===== config.mk =====
export PLATFORM = sky130hd
export DESIGN_NAME = apb_slave_regbank
export DESIGN_NICKNAME = d
export VERILOG_FILES = /design/src/rtl/apb_pkg.sv /design/src/rtl/apb_strb_reg.sv /design/src/rtl/apb_slave_regbank.sv
export SDC_FILE = /design/constraint.sdc
export NUM_CORES = 1
export LEC_CHECK = 0
export ABC_AREA = 1
export ABC_CLOCK_PERIOD_IN_PS = 3020
export CAP_MARGIN = 30
export CORE_AREA = 2 2 247 249
export DETAILED_ROUTE_END_ITERATION = 6
export DIE_AREA = 0 0 249 251
export GPL_ROUTABILITY_DRIVEN = 1
export HOLD_SLACK_MARGIN = 0.12
export PLACE_DENSITY = 0.6
export SYNTH_ARGS = -nofsm -noshare
export SYNTH_HDL_FRONTEND = slang
export SYNTH_SLANG_ARGS = --single-unit

===== constraint.sdc =====
create_clock -name PCLK -period 3.02 [get_ports PCLK]
set_input_delay 0.604 -clock PCLK [delete_from_list [all_inputs] [get_ports PCLK]]
set_output_delay 0.604 -clock PCLK [all_outputs]
set_load 0.02 [all_outputs]

===== src/rtl/apb_pkg.sv =====
// Shared definitions for the APB slave register bank: FSM states and
// address-decode helpers.
package apb_pkg;

    typedef enum logic [0:0] {
        IDLE   = 1'b0,
        ACCESS = 1'b1
    } apb_slv_state_e;

    localparam int APB_MAX_WAIT = 15;

    // Byte-address bits below the register word boundary.
    function automatic int apb_align(input int data_width);
        return (data_width == 32) ? 2 : (data_width == 16) ? 1 : 0;
    endfunction

    function automatic int apb_idx_w(input int num_regs);
        return (num_regs <= 1) ? 1 : $clog2(num_regs);
    endfunction

endpackage


===== src/rtl/apb_strb_reg.sv =====
// One DATA_WIDTH register with independent byte-lane write enables and
// asynchronous active-low reset to zero.
module apb_strb_reg #(
    parameter int DATA_WIDTH = 32
) (
    input  logic                    clk,
    input  logic                    rst_n,
    input  logic [DATA_WIDTH/8-1:0] be,
    input  logic [DATA_WIDTH-1:0]   wdata,
    output logic [DATA_WIDTH-1:0]   q
);

    logic [DATA_WIDTH-1:0] data_q, data_d;

    always_comb begin
        data_d = data_q;
        for (int b = 0; b < DATA_WIDTH / 8; b++) begin
            if (be[b]) begin
                data_d[b*8 +: 8] = wdata[b*8 +: 8];
            end
        end
    end

    always_ff @(posedge clk or negedge rst_n) begin
        if (!rst_n) begin
            data_q <= '0;
        end else begin
            data_q <= data_d;
        end
    end

    assign q = data_q;

endmodule


===== src/rtl/apb_slave_regbank.sv =====
// Parametrised APB slave register bank with byte strobes, programmable wait
// states, PSLVERR on bad accesses and hardware-owned read-only registers.
module apb_slave_regbank
    import apb_pkg::*;
#(
    parameter int                  ADDR_WIDTH  = 32,
    parameter int                  DATA_WIDTH  = 32,
    parameter int                  NUM_REGS    = 8,
    parameter int                  WAIT_STATES = 0,
    parameter logic [NUM_REGS-1:0] RO_MASK     = '0
) (
    input  logic                           PCLK,
    input  logic                           PRESETn,
    input  logic [ADDR_WIDTH-1:0]          PADDR,
    input  logic                           PSEL,
    input  logic                           PENABLE,
    input  logic                           PWRITE,
    input  logic [DATA_WIDTH-1:0]          PWDATA,
    input  logic [DATA_WIDTH/8-1:0]        PSTRB,
    output logic [DATA_WIDTH-1:0]          PRDATA,
    output logic                           PREADY,
    output logic                           PSLVERR,
    input  logic [NUM_REGS*DATA_WIDTH-1:0] hw_ro_in,
    output logic [NUM_REGS*DATA_WIDTH-1:0] reg_q,
    output logic [NUM_REGS-1:0]            wr_pulse,
    output logic [0:0]                     dbg_state
);

    localparam int ALIGN = apb_align(DATA_WIDTH);
    localparam int IDX_W = apb_idx_w(NUM_REGS);
    localparam int OFF_W = ADDR_WIDTH - ALIGN;
    localparam int NB    = DATA_WIDTH / 8;

    if (!(DATA_WIDTH == 8 || DATA_WIDTH == 16 || DATA_WIDTH == 32)) begin : g_bad_dw
        $error("apb_slave_regbank: DATA_WIDTH must be 8, 16 or 32");
    end
    if (NUM_REGS < 1 || NUM_REGS > 64) begin : g_bad_nr
        $error("apb_slave_regbank: NUM_REGS must be 1..64");
    end
    if (WAIT_STATES < 0 || WAIT_STATES > APB_MAX_WAIT) begin : g_bad_ws
        $error("apb_slave_regbank: WAIT_STATES out of range");
    end

    // Handshake: a transfer completes in the ACCESS-state cycle where
    // PSEL & PENABLE & PREADY are all high; side effects land on that edge.
    apb_slv_state_e        state_q, state_d;
    logic [3:0]            cnt_q, cnt_d;
    logic [NUM_REGS-1:0]   wr_pulse_q, wr_pulse_d;
    logic [OFF_W-1:0]      offset;
    logic [IDX_W-1:0]      idx;
    logic                  in_range;
    logic                  ro_sel;
    logic                  err;
    logic                  access_done;
    logic                  commit;
    logic [DATA_WIDTH-1:0] rd_src [NUM_REGS];
    logic [DATA_WIDTH-1:0] rd_data;

    assign offset   = PADDR[ADDR_WIDTH-1:ALIGN];
    assign idx      = offset[IDX_W-1:0];
    assign in_range = offset < OFF_W'(NUM_REGS);

    if (ALIGN > 0) begin : g_lsb
        logic unused_lsb;
        assign unused_lsb = ^PADDR[ALIGN-1:0];
    end

    always_comb begin
        ro_sel = 1'b0;
        for (int i = 0; i < NUM_REGS; i++) begin
            if (idx == IDX_W'(i)) begin
                ro_sel = RO_MASK[i];
            end
        end
    end

    assign err         = !in_range || (PWRITE && ro_sel);
    assign access_done = (state_q == ACCESS) && PSEL && PENABLE && (cnt_q == 4'd0);
    assign commit      = access_done && PWRITE && !err;

    always_comb begin
        state_d = state_q;
        cnt_d   = cnt_q;
        case (state_q)
            IDLE: begin
                if (PSEL && !PENABLE) begin
                    state_d = ACCESS;
                    cnt_d   = 4'(WAIT_STATES);
                end
            end
            ACCESS: begin
                if (!PSEL) begin
                    state_d = IDLE;
                    cnt_d   = 4'd0;
                end else if (PENABLE) begin
                    if (cnt_q != 4'd0) begin
                        cnt_d = cnt_q - 4'd1;
                    end else begin
                        state_d = IDLE;
                    end
                end
            end
            default: begin
                state_d = IDLE;
                cnt_d   = 4'd0;
            end
        endcase
    end

    always_comb begin
        wr_pulse_d = '0;
        for (int i = 0; i < NUM_REGS; i++) begin
            wr_pulse_d[i] = commit && (idx == IDX_W'(i));
        end
    end

    always_ff @(posedge PCLK or negedge PRESETn) begin
        if (!PRESETn) begin
            state_q    <= IDLE;
            cnt_q      <= 4'd0;
            wr_pulse_q <= '0;
        end else begin
            state_q    <= state_d;
            cnt_q      <= cnt_d;
            wr_pulse_q <= wr_pulse_d;
        end
    end

    for (genvar i = 0; i < NUM_REGS; i++) begin : g_reg
        if (RO_MASK[i]) begin : g_ro
            assign rd_src[i]                          = hw_ro_in[i*DATA_WIDTH +: DATA_WIDTH];
            assign reg_q[i*DATA_WIDTH +: DATA_WIDTH]  = '0;
        end else begin : g_rw
            logic [NB-1:0]         be;
            logic [DATA_WIDTH-1:0] q;
            logic                  unused_hw;

            assign be = {NB{commit && (idx == IDX_W'(i))}} & PSTRB;

            apb_strb_reg #(
                .DATA_WIDTH(DATA_WIDTH)
            ) u_reg (
                .clk  (PCLK),
                .rst_n(PRESETn),
                .be   (be),
                .wdata(PWDATA),
                .q    (q)
            );

            assign rd_src[i]                         = q;
            assign reg_q[i*DATA_WIDTH +: DATA_WIDTH] = q;
            assign unused_hw                         = ^hw_ro_in[i*DATA_WIDTH +: DATA_WIDTH];
        end
    end

    // hw_ro_in flows straight through here, so RO reads see the live value.
    always_comb begin
        rd_data = '0;
        if (access_done && !PWRITE && !err) begin
            for (int i = 0; i < NUM_REGS; i++) begin
                if (idx == IDX_W'(i)) begin
                    rd_data = rd_src[i];
                end
            end
        end
    end

    assign PRDATA    = rd_data;
    assign PREADY    = (cnt_q == 4'd0);
    assign PSLVERR   = access_done && err;
    assign wr_pulse  = wr_pulse_q;
    assign dbg_state = state_q;

endmodule

==> results.toml <==
[outcome]
outcome = "complete, no violations"

[logic_synthesis]
synth-xor-area-share_pct = 0.0603
synth_top_family_by_area = "simple AND/OR/NAND/NOR gates"
yosys_warnings = 0
syn-num-nets = 2217
synth_seq_cells = 269
synth_area_um2 = 14500
syn-mean-instance-area_um2 = 7.69
synth_compound_area_share_pct = 2.46
yosys.area_share.simple_pct = 41.5
synthAdderAreaFrac_pct = 0.0862
synth_cell_type_count = 31
syn_inst = 1887
synthMuxAreaShare_pct = 0
ys_seq_area_share_pct = 46.4

[detailed_routing]
vias = 15500
drc = 0
drt_pass1_iterations = 5
drt.antenna.violating_nets = 0
first_iter_violations = 1696
wl_per_cell_um = 22.7
via_per_inst = 4.97
wl_um = 70800

[clocking]
clockRootBuffer = "clkbuf_16"
clkLatencyLatePin_ns = 0.55
htreeDepth = 2
clockBufferDepth = 3
numCtsBuffers = 36
cts_tree = "built"
clk_pin_slew_ns = 0.05
numClockSinks = 269

[grt]
track_usage_pct = 22.1
grt_pass1_wl_um = 103000
grtUsageMet1_pct = 32.9
grt_util_met3_pct = 8.07
grt_max_degree = 64
antenna_found_initial = 1
grt_util_met2_pct = 29.7
busiest_layer = "met1"
grt_pass1_vias = 14900
grt_overflow = 0

[layout]
multi_input_area_um2 = 6540
finalNetCount = 2641
antenna_cells = 0
layout_commonest_cell = "nand2_1"
regArea_um2 = 6730
final_cell_mix = "677 x nand2_1, 322 x nand4_1, 304 x clkdlybuf4s50_1"
syn2layout_area_growth_pct = 48.6
fin_util_pct = 36.1
drive_above_1_share_pct = 15.6
final_cell_count_no_fill = 3116
fillerInstances = 6082

[worst_setup_path]
worstSetupPathType = "in2out"
start_kind = "primary input"
crit_path_end_kind = "output pin"
crit_chain = "clkdlybuf4s50_1, inv_1, nand2_1, nor2_2, nand2_2, nor2_4, buf_12, buf_4, buf_6, nand4_1, nor2_4, buf_6"
arrival_ns = 2.36
cp.required_ns = 2.42
cpMaxStageDelayCell = "clkdlybuf4s50_1"
max_stage_delay_ns = 0.40
crit_fanout = 5

[floorplan]
fp.dieH_um = 251
core.rowCount = 90
io_pins = 628
initial_core_util_pct = 24.3
core_area_um2 = 59800
die_w_um = 249
dieArea_um2 = 62500

[power_and_ir_drop]
ir_drop_v = 0.000278
cellLeakagePower_nw = 10.3
power_density_nw_per_um2 = 420

[sta]
relSlewSlack_pct = 49.5
rsz0062_at_grt = "yes"
fmax_ghz = 0.338
timing.final.crit_share_pct = 98.0
hold_viol = 0
setup_violations = 0
fin_tns_setup_ns = 0
timing.final.ws_setup_ns = 0.0595
timing_max_transition_violations_final = 0
worstMarginPinSlew_ns = 0.758
min_period_ns = 2.96
skew_ns = 0.0236

[placed_design]
place_inst = 3039
place_congestion = 0.936
dp_hpwl_um = 52400
port_buffers = 369
dp_slack_ns = -0.801

[job]
cap_violations = 0

[worst_hold_path]
hold_path_class = "reg2reg"
==> sequential cells by signal (all words and copies together), names as in the netlist <==
register and flops:
wr_pulse 8, dbg_state 1, cnt_q 4, g.g_rw.u_reg.q 256
==> cell families after synthesis <==
| group | count (synthesis) |
|---|---|
| xor+xnor | 1 |
| flops | 269 |
| buf+inv | 286 |
| fa+ha+maj | 1 |
| simple gates | 1259 |
| compound gates | 71 |
==> routing by layer <==
metal / vias up / routed length, µm
met1: 7503 / 33500
met3: 79 / 8200
li1: 7150 / -
met5: - / 0
met4: 0 / 1580
met2: 752 / 27500
==> synthesized netlist by cell type (all sizes together) <==
master | number | area (µm²)
a21oi | 36 | 180
and2 | 1 | 6.26
buf | 70 | 534
clkbuf | 101 | 420
clkinv | 2 | 7.51
dfrtp | 269 | 6730
ha | 1 | 12.5
inv | 113 | 424
nand2 | 683 | 2570
nand3 | 53 | 275
nand4 | 341 | 2340
nor2 | 145 | 582
nor3 | 4 | 47.5
o21ai | 34 | 170
o22ai | 1 | 6.26
or2 | 32 | 200
xor2 | 1 | 8.76
==> power by group <==
part	internal, W	switching, W	total [W]
sequential	0.00362	0.0000138	0.00363
clock	0.00280	0.00172	0.00453
combinational	0.000313	0.000581	0.000894
==> repair_timing <==
action                     CTS  global route
hold endpoints to repair    52             0
setup endpoints to repair   33            32
gates cloned                 5             2
pin swaps                   27            22
gates resized for setup    171            36
hold buffers                 1             0
setup buffers                7             1
==> cell type report <==
class / instances / share of cell area, %
Sequential cell: 269 / 31.2
Clock buffer: 46 / 4.54
Multi-Input combinational cell: 1332 / 30.3
Clock inverter: 15 / 1.10
Tap cell: 782 / 4.54
Timing Repair Buffer: 557 / 26.2
Inverter: 115 / 2.05
==> critical path, delay by kind of cell <==
kind / cells / cell delay [ns]
buf+inv: 6 / 0.97
simple gates: 6 / 0.79
==> through the flow <==
| step | hold WS [ns] | total power (W) | instance area, µm² |
|---|---|---|---|
| after floorplan | 0.308 | 0.00407 | 14500 |
| after global placement | 0.489 | 0.00453 | 19900 |
| after detailed placement | 0.483 | 0.00454 | 19900 |
| after CTS | 0.461 | 0.00914 | 21400 |
| after global routing | 0.490 | 0.00935 | 21600 |
| final | 0.496 | 0.00906 | 21600 |
==> final timing paths <==
kind / startpoint / cells after the start / slack (ns) / end
worst max-delay path: PADDR[6] / 12 / 0.06 / PRDATA[9]
worst min-delay path: g_reg[5].g_rw.u_reg.q[21]$_DFFE_PN0P_ / 2 / 0.50 / g_reg[5].g_rw.u_reg.q[21]$_DFFE_PN0P_
worst max register to register: cnt_q[1]$_DFFE_PN0P_ / 11 / 0.70 / g_reg[1].g_rw.u_reg.q[23]$_DFFE_PN0P_
worst min register to register: g_reg[5].g_rw.u_reg.q[21]$_DFFE_PN0P_ / 2 / 0.50 / g_reg[5].g_rw.u_reg.q[21]$_DFFE_PN0P_
max in group asynchronous: PRESETn / 3 / 1.62 / g_reg[7].g_rw.u_reg.q[17]$_DFFE_PN0P_
min in group asynchronous: PRESETn / 2 / 0.58 / g_reg[0].g_rw.u_reg.q[6]$_DFFE_PN0P_
Power figures use the tool's default switching activity.
